**src/rtl/k_and_s_pkg.sv**
```systemverilog
// k_and_s_pkg: shared types and ALU op codes for the control unit and its branch evaluator.
package k_and_s_pkg;
  typedef enum logic [4:0] {
    I_NOP    = 5'd0,
    I_LOAD   = 5'd1,
    I_STORE  = 5'd2,
    I_MOVE   = 5'd3,
    I_ADD    = 5'd4,
    I_SUB    = 5'd5,
    I_AND    = 5'd6,
    I_OR     = 5'd7,
    I_BRANCH = 5'd8,
    I_BZERO  = 5'd9,
    I_BNZERO = 5'd10,
    I_BNEG   = 5'd11,
    I_BNNEG  = 5'd12,
    I_BOV    = 5'd13,
    I_BNOV   = 5'd14,
    I_HALT   = 5'd15
  } decoded_instruction_type;
  typedef enum logic [2:0] {FETCH, DECODE, LOAD, STORE, ALU, HALT} cu_state_t;
  localparam logic [1:0] OP_ADD = 2'b00;
  localparam logic [1:0] OP_AND = 2'b01;
  localparam logic [1:0] OP_OR  = 2'b10;
  localparam logic [1:0] OP_SUB = 2'b11;
endpackage

```
**src/rtl/control_unit_branch_eval.sv**
```systemverilog
// branch_eval: combinational branch-taken decision from instruction class and ALU flags.
module branch_eval
  import k_and_s_pkg::*;
(
  input  decoded_instruction_type i_class,
  input  logic                    i_zero,
  input  logic                    i_neg,
  input  logic                    i_uov,
  input  logic                    i_sov,
  output logic                    o_taken
);
  logic w_unused;
  assign w_unused = i_sov;
  always_comb begin
    case (i_class)
      I_BRANCH: o_taken = 1'b1;
      I_BZERO:  o_taken = i_zero;
      I_BNZERO: o_taken = !i_zero;
      I_BNEG:   o_taken = i_neg;
      I_BNNEG:  o_taken = !i_neg;
      I_BOV:    o_taken = i_uov;
      I_BNOV:   o_taken = !i_uov;
      default:  o_taken = 1'b0;
    endcase
  end
endmodule

```
**src/rtl/control_unit.sv**
```systemverilog
// control_unit: multicycle FETCH/DECODE/execute sequencer; CU_INSTR_CNT_EN adds a retired-instruction counter.
module control_unit
  import k_and_s_pkg::*;
(
  input  logic                    clk,
  input  logic                    rst_n,
  input  decoded_instruction_type decoded_instruction,
  input  logic                    zero_op,
  input  logic                    neg_op,
  input  logic                    unsigned_overflow,
  input  logic                    signed_overflow,
  output logic                    branch,
  output logic                    pc_enable,
  output logic                    ir_enable,
  output logic                    addr_sel,
  output logic                    c_sel,
  output logic [1:0]              operation,
  output logic                    write_reg_enable,
  output logic                    flags_reg_enable,
  output logic                    ram_write_enable,
  output logic                    halt
`ifdef CU_INSTR_CNT_EN
  ,
  output logic [15:0]             instr_count
`endif
);
  cu_state_t r_state, w_next;
  logic      w_taken;
  branch_eval u_branch_eval (
    .i_class (decoded_instruction),
    .i_zero  (zero_op),
    .i_neg   (neg_op),
    .i_uov   (unsigned_overflow),
    .i_sov   (signed_overflow),
    .o_taken (w_taken)
  );
  always_ff @(posedge clk or negedge rst_n)
    if (!rst_n) r_state <= FETCH;
    else        r_state <= w_next;
  always_comb begin
    w_next           = r_state;
    branch           = 1'b0;
    pc_enable        = 1'b0;
    ir_enable        = 1'b0;
    addr_sel         = 1'b0;
    c_sel            = 1'b0;
    operation        = OP_ADD;
    write_reg_enable = 1'b0;
    flags_reg_enable = 1'b0;
    ram_write_enable = 1'b0;
    halt             = 1'b0;
    case (r_state)
      FETCH: begin
        ir_enable = 1'b1;
        w_next    = DECODE;
      end
      DECODE: begin
        pc_enable = decoded_instruction != I_HALT;
        branch    = w_taken;
        case (decoded_instruction)
          I_LOAD:                          w_next = LOAD;
          I_STORE:                         w_next = STORE;
          I_MOVE, I_ADD, I_SUB, I_AND, I_OR: w_next = ALU;
          I_HALT:                          w_next = HALT;
          default:                         w_next = FETCH;
        endcase
      end
      LOAD: begin
        addr_sel         = 1'b1;
        c_sel            = 1'b1;
        write_reg_enable = 1'b1;
        w_next           = FETCH;
      end
      STORE: begin
        addr_sel         = 1'b1;
        ram_write_enable = 1'b1;
        w_next           = FETCH;
      end
      ALU: begin
        write_reg_enable = 1'b1;
        flags_reg_enable = decoded_instruction != I_MOVE;
        operation        = (decoded_instruction == I_AND) ? OP_AND :
                           (decoded_instruction == I_OR || decoded_instruction == I_MOVE) ? OP_OR :
                           (decoded_instruction == I_SUB) ? OP_SUB : OP_ADD;
        w_next           = FETCH;
      end
      HALT: halt = 1'b1;
      default: w_next = FETCH;
    endcase
    // reset parks in FETCH, but nothing may strobe until rst_n is released
    if (!rst_n)
      {branch, pc_enable, ir_enable, addr_sel, c_sel, operation,
       write_reg_enable, flags_reg_enable, ram_write_enable, halt} = '0;
  end
`ifdef CU_INSTR_CNT_EN
  logic [15:0] r_instr_count;
  always_ff @(posedge clk or negedge rst_n)
    if (!rst_n) r_instr_count <= '0;
    else if (r_state == DECODE && decoded_instruction != I_HALT) r_instr_count <= r_instr_count + 16'd1;
  assign instr_count = r_instr_count;
`endif
endmodule
```
**config.mk**
```make
export PLATFORM = sky130hd
export DESIGN_NAME = control_unit
export DESIGN_NICKNAME = d
export VERILOG_FILES = /design/src/rtl/k_and_s_pkg.sv /design/src/rtl/control_unit_branch_eval.sv /design/src/rtl/control_unit.sv
export SDC_FILE = /design/constraint.sdc
export NUM_CORES = 1
export LEC_CHECK = 0
export BUFFER_PORTS_ARGS = -buffer_cell sky130_fd_sc_hd__buf_4
export CAP_MARGIN = 20
export CORE_AREA = 10 10 47 49
export CTS_CLUSTER_SIZE = 30
export DETAILED_ROUTE_END_ITERATION = 12
export DIE_AREA = 0 0 57 59
export SYNTH_ARGS = -nofsm -noshare
export SYNTH_HDL_FRONTEND = slang
export SYNTH_SLANG_ARGS = --single-unit
```
**constraint.sdc**
```tcl
create_clock -name clk -period 2.05 [get_ports clk]
set_input_delay 0.41 -clock clk [delete_from_list [all_inputs] [get_ports clk]]
set_output_delay 0.41 -clock clk [all_outputs]
set_load 0.03 [all_outputs]
```
==> out/metrics.yaml, run 1 <==
clk_latency_ns: 0.23
place_area_um2: 606
grt_pass1_wl_mm: 2.17
antenna_left: 0
synth_area_um2: 427
worstSetupPathType: "reg2out"
synth_seq_area_share_pct: 17.6
clkTransAtPathRegs_ns: 0.04
holdWs_ns: 0.0613
die_area_um2: 3360
firstDrtPassIters: 4
power_leakage_nw: 0.327
path_buf_inv: 1
ys_warn_count: 0
num_rows: 14
finClkSkew_ns: 0.00352
synth_seq_cells: 3
crit_family: "simple AND/OR/NAND/NOR gates"
cts_made_buffers: 3
crit_path_start_kind: "register"
outcome: "complete, no violations"
hold_violations: 0
gp_congestion: 0.714
antenna_found_initial: 0
fin_crit_sh_pct: 98.2
vias_per_cell: 4.95
finish.utilization_pct: 45.1
cts-root-buf: "clkbuf_4"
finalMaxSlewViolations: 0
cts_max_path_buffers: 2
seqPwrFrac_pct: 20.8
grt_overflow_total: 0
p_int_mw: 0.264
crit_fanout: 2
crit_required_ns: 1.64
clockPowerShare_pct: 22.7
vdd_drop_max_v: 0.000209
pwr-share-comb_pct: 56.5
globalRouteTotalUtil_pct: 7.67
drive_above_1_share_pct: 39.5
swShare_pct: 43.0
ios: 22
largest_reg_flops: 3
port_buffers: 20
antenna_cells: 0
die_h_um: 59
top_regs: "r_state x3"
setup_tns_ns: 0
fin_crit_ns: 2.01
area_growth_pct: 48.1
grt_pass1_vias: 497
power_density_nw_per_um2: 733
tightestPinTransition_ns: 0.236
core_area_um2: 1400
final_area_um2: 632
top_register: "r_state"
setup_viol: 0
drcViolationCount: 0
slew_headroom_pct: 84.2
die_w_um: 57
synthCells: 56
cp_cell_sequence: "nor2b_2, nand2_1, or4_4, a211oi_2, buf_4"
cts_tree: "yes"
dpl.hpwl_mm: 1.05
arrival_ns: 1.60
synth_nets: 71
critPathSlowestCell: "or4_4"
hold_path.class: "in2async"
drtIter0Drc: 1
final_nets: 97
drv_cap: 0
clkSinkCount: 3
finalWirelength_mm: 1.23
num_vias: 480
cpPeakStageDelay_ns: 0.43
p_switching_mw: 0.199
ys_types: 28
syn_avg_cell_area_um2: 7.62
wl_per_cell_um: 12.7
rsz0062_at_grt: "true"
start_util_pct: 30.4
grt_max_degree: 11
cts_setup_buffers: 0
crit_path_end_kind: "output port"
ctsHtreeMaxLevel: 1
fmax_mhz: 497
[placed cells by master, fill, tap and decap left out]
cell type | Yosys | layout
nor2_1 | 3 | 3
nand2b_1 | 1 | 1
nand2_1 | 4 | 4
nand3_1 | 1 | 1
a311oi_1 | 1 | 1
o221ai_1 | 1 | 1
o21ai_0 | 2 | 2
and3_1 | 2 | 2
mux2_2 | 1 | 1
clkbuf_4 | 0 | 3
a21oi_1 | 4 | 4
maj3_1 | 1 | 1
and3_2 | 1 | 1
ha_1 | 4 | 4
a211oi_1 | 2 | 2
inv_1 | 6 | 6
nor3b_1 | 2 | 2
buf_4 | 0 | 24
or2b_1 | 1 | 1
nor2b_2 | 1 | 1
a21o_1 | 1 | 1
and2_1 | 1 | 1
or4_4 | 1 | 1
xnor2_1 | 1 | 1
nor3_1 | 4 | 4
dfrtp_1 | 3 | 3
a211oi_2 | 1 | 1
clkbuf_1 | 0 | 1
nor2b_1 | 3 | 3
[layer usage]
metal | wire length, um | up-vias | GRT usage (%)
met2 | 582 | 21 | 12.9
met5 | 0 | - | 0
met1 | 542 | 216 | 8.01
met3 | 108 | 0 | 4.51
li1 | - | 243 | -
met4 | 0 | 0 | 2.01
[power groups by stage]
stage / sequential (mW) / clock [mW] / combinational, mW
after floorplan: 0.0835 / 0 / 0.186
after global placement: 0.0974 / 0 / 0.260
after detailed placement: 0.0973 / 0 / 0.263
after CTS: 0.0965 / 0.109 / 0.263
after global routing: 0.0992 / 0.115 / 0.285
final: 0.0965 / 0.105 / 0.262
[synth_stat cells (all sizes together)]
cell type,count,area [um^2]
a211oi,3,27.5
a21o,1,7.51
a21oi,4,20.0
a311oi,1,8.76
and2,1,6.26
and3,3,20.0
buf,3,21.3
dfrtp,3,75.1
ha,4,50.1
inv,6,22.5
maj3,1,10.0
mux2,1,11.3
nand2,4,15.0
nand2b,1,6.26
nand3,1,5.00
nor2,3,11.3
nor2b,4,27.5
nor3,4,20.0
nor3b,2,15.0
o21ai,2,10.0
o221ai,1,8.76
or2b,1,7.51
or4,1,11.3
xnor2,1,8.76
[area by class of cell]
| type | instances | area (um^2) |
|---|---|---|
| inverters | 6 | 22.5 |
| fillers | 172 | 769 |
| flip-flops and latches | 3 | 75.1 |
| clock buffers | 4 | 26.3 |
| repair buffers | 24 | 180 |
| multi-input cells | 44 | 308 |
| well taps | 16 | 20.0 |
[metrics by stage]
step           worst slack (ns)  power [mW]  cells
2_1_floorplan            0.0134       0.269     56
3_3_place_gp             0.0928       0.357     93
3_5_place_dp             0.0996       0.360     93
4_1_cts                  0.0236       0.469     97
5_1_grt                 -0.0375       0.499     97
6_report                 0.0379       0.463     97
[worst paths after layout]
| check | startpoint | to | slack, ns | cells after the start |
|---|---|---|---|---|
| hold / removal | rst_n | r_state[0] | 0.06 | 2 |
| max in group asynchronous | rst_n | r_state[1] | 1.88 | 2 |
| hold reg to reg | r_state[1] | r_state[2] | 0.60 | 2 |
| setup reg to reg | r_state[2] | r_state[1] | 1.03 | 3 |
| min in group clk | decoded_instruction[4] | r_state[2] | 0.53 | 4 |
| setup / recovery | r_state[1] | operation[1] | 0.04 | 5 |
[logic make-up (layout without fill, tap and decap cells)]
kind of cell | count (synthesis) | after routing | synth area share, %
buffers and inverters | 9 | 34 | 10.3
muxes | 1 | 1 | 2.64
adders and majority gates | 5 | 5 | 14.1
AOI/OAI and AO/OA | 12 | 12 | 19.4
DFF | 3 | 3 | 17.6
xor gates and xnor gates | 1 | 1 | 2.05
and+or+nand+nor | 25 | 25 | 34.0
[what timing repair did]
item	4_1_cts	5_1_grt
endpoints found under the setup margin	1	1
endpoints found under the hold margin	0	0
hold buffers	0	0
gates resized for setup	0	0
pin swaps	1	0
No activity file was read; power rests on OpenSTA's default activity.
==> inputs of run 2 (changes only) <==
==> constraint.sdc (replaced) <==
create_clock -name clk -period 2.05 [get_ports clk]
set_input_delay 0.41 -clock clk [delete_from_list [all_inputs] [get_ports clk]]
set_output_delay 0.41 -clock clk [all_outputs]
set_load 0.02 [all_outputs]
==> run 2 against run 1 <==
Via count grew 0.21%. First-iteration DRC count grew to 7.0 times the previous value. Register-to-register slack is essentially flat. Clock skew shrank 0.0017 ns. Count of clock-buffer cells in the layout is the same. Critical path type unchanged. Highest routed layer unchanged. Maximum frequency grew 1.7%.
==> out/metrics.yaml, run 2 (synthesis results as in run 1) <==
multiInputGateArea_um2: 308
reg2regPathDepth: 3
num_vias: 481
largest_reg_flops: 3
core_area_um2: 1400
drt-met1-wl_um: 477
drive_above_1_share_pct: 39.5
seqPwrFrac_pct: 21.8
final_nets: 97
start_util_pct: 30.4
crit_required_ns: 1.64
outcome: "complete, no violations"
clk_latency_ns: 0.23
port_buffers: 20
clkSinkCount: 3
finalMaxSlewViolations: 0
dr_wl_met3_um: 113
cts_resized: 0
globalRouteTotalUtil_pct: 7.41
p_switching_mw: 0.173
hold_violations: 0
dpl.hpwl_mm: 1.07
clkTransAtPathRegs_ns: 0.04
vdd_drop_max_v: 0.000253
antenna_cells: 0
grt_max_degree: 11
rsz0062_at_grt: "false"
final_common_cell: "buf_4"
routed.top_layer: "met3"
crit_path_start_kind: "register"
top_register: "r_state"
cts-root-buf: "clkbuf_4"
clockPowerShare_pct: 23.2
regArea_um2: 75.1
fmax_mhz: 505
p_int_mw: 0.264
worstSetupPathType: "reg2out"
dp_cells: 93
arrival_ns: 1.57
antenna_left: 0
grt_overflow_total: 0
finClkSkew_ns: 0.00184
setup_tns_ns: 0
worst_slack_ns: 0.0706
die_h_um: 59
ios: 22
layout_common_cells: "24 x buf_4, 6 x inv_1"
cts_tree: "yes"
crit_path_end_kind: "output port"
crit_fanout: 2
top_regs: "r_state x3"
wl_per_cell_um: 12.4
vias_per_cell: 4.96
fillerInstances: 166
drv_cap: 0
instances_no_fill: 97
fin_crit_sh_pct: 96.6
die_area_um2: 3360
power_density_nw_per_um2: 691
grt_pass1_vias: 487
finish.utilization_pct: 45.1
die_w_um: 57
pwr-share-comb_pct: 55.0
area_growth_pct: 48.1
gp_congestion: 0.714
place_area_um2: 606
fin_crit_ns: 1.98
cts_max_path_buffers: 2
holdWs_ns: 0.0660
total_power_mw: 0.437
num_rows: 14
firstDrtPassIters: 2
drtIter0Drc: 7
wl_met2_um: 607
tightestPinTransition_ns: 0.238
cts_setup_buffers: 0
cts_hold_buf: 0
dp_slack_ns: 0.121
finalWirelength_mm: 1.20
cts_made_buffers: 3
hold_path.class: "in2async"
drcViolationCount: 0
grt_pass1_wl_mm: 2.13
power_leakage_nw: 0.327
swShare_pct: 39.7
slew_headroom_pct: 84.0
setup_viol: 0
final_area_um2: 632
ctsHtreeMaxLevel: 1
antenna_found_initial: 0
## run 2: cell type report
cell class	count	area share [%]
well taps	16	3.17
clock buffers	4	4.16
inverters	6	3.56
multi-input cells	44	48.7
repair buffers	24	28.5
flip-flops and latches	3	11.9
## run 2: worst max-delay path, stage by stage, from the launching register on
cell	delay, ns
dfrtp_1	0.38
nor2b_2	0.14
nand2_1	0.08
or4_4	0.43
a211oi_2	0.15
buf_4	0.17
## run 2: path summary, 6_finish.rpt
kind / start / endpoint / slack [ns]
max in group asynchronous: rst_n / r_state[0] / 1.87
worst max-delay path: r_state[1] / operation[1] / 0.07
worst min register to register: r_state[1] / r_state[2] / 0.59
worst max register to register: r_state[2] / r_state[1] / 1.02
min in group clk: decoded_instruction[4] / r_state[2] / 0.54
worst min-delay path: rst_n / r_state[2] / 0.07
## run 2: per-layer routing
metal | track usage [%] | vias up
met3 | 3.22 | 0
li1 | - | 245
met1 | 7.30 | 217
met4 | 3.02 | 0
met2 | 13.3 | 19
met5 | 0 | -
## run 2: power groups by stage
stage	combinational [mW]	sequential, mW	clock, mW
final	0.240	0.0954	0.101
after detailed placement	0.243	0.0973	0
after global routing	0.265	0.0999	0.107
after floorplan	0.168	0.0835	0
after global placement	0.241	0.0974	0
after CTS	0.244	0.0965	0.106
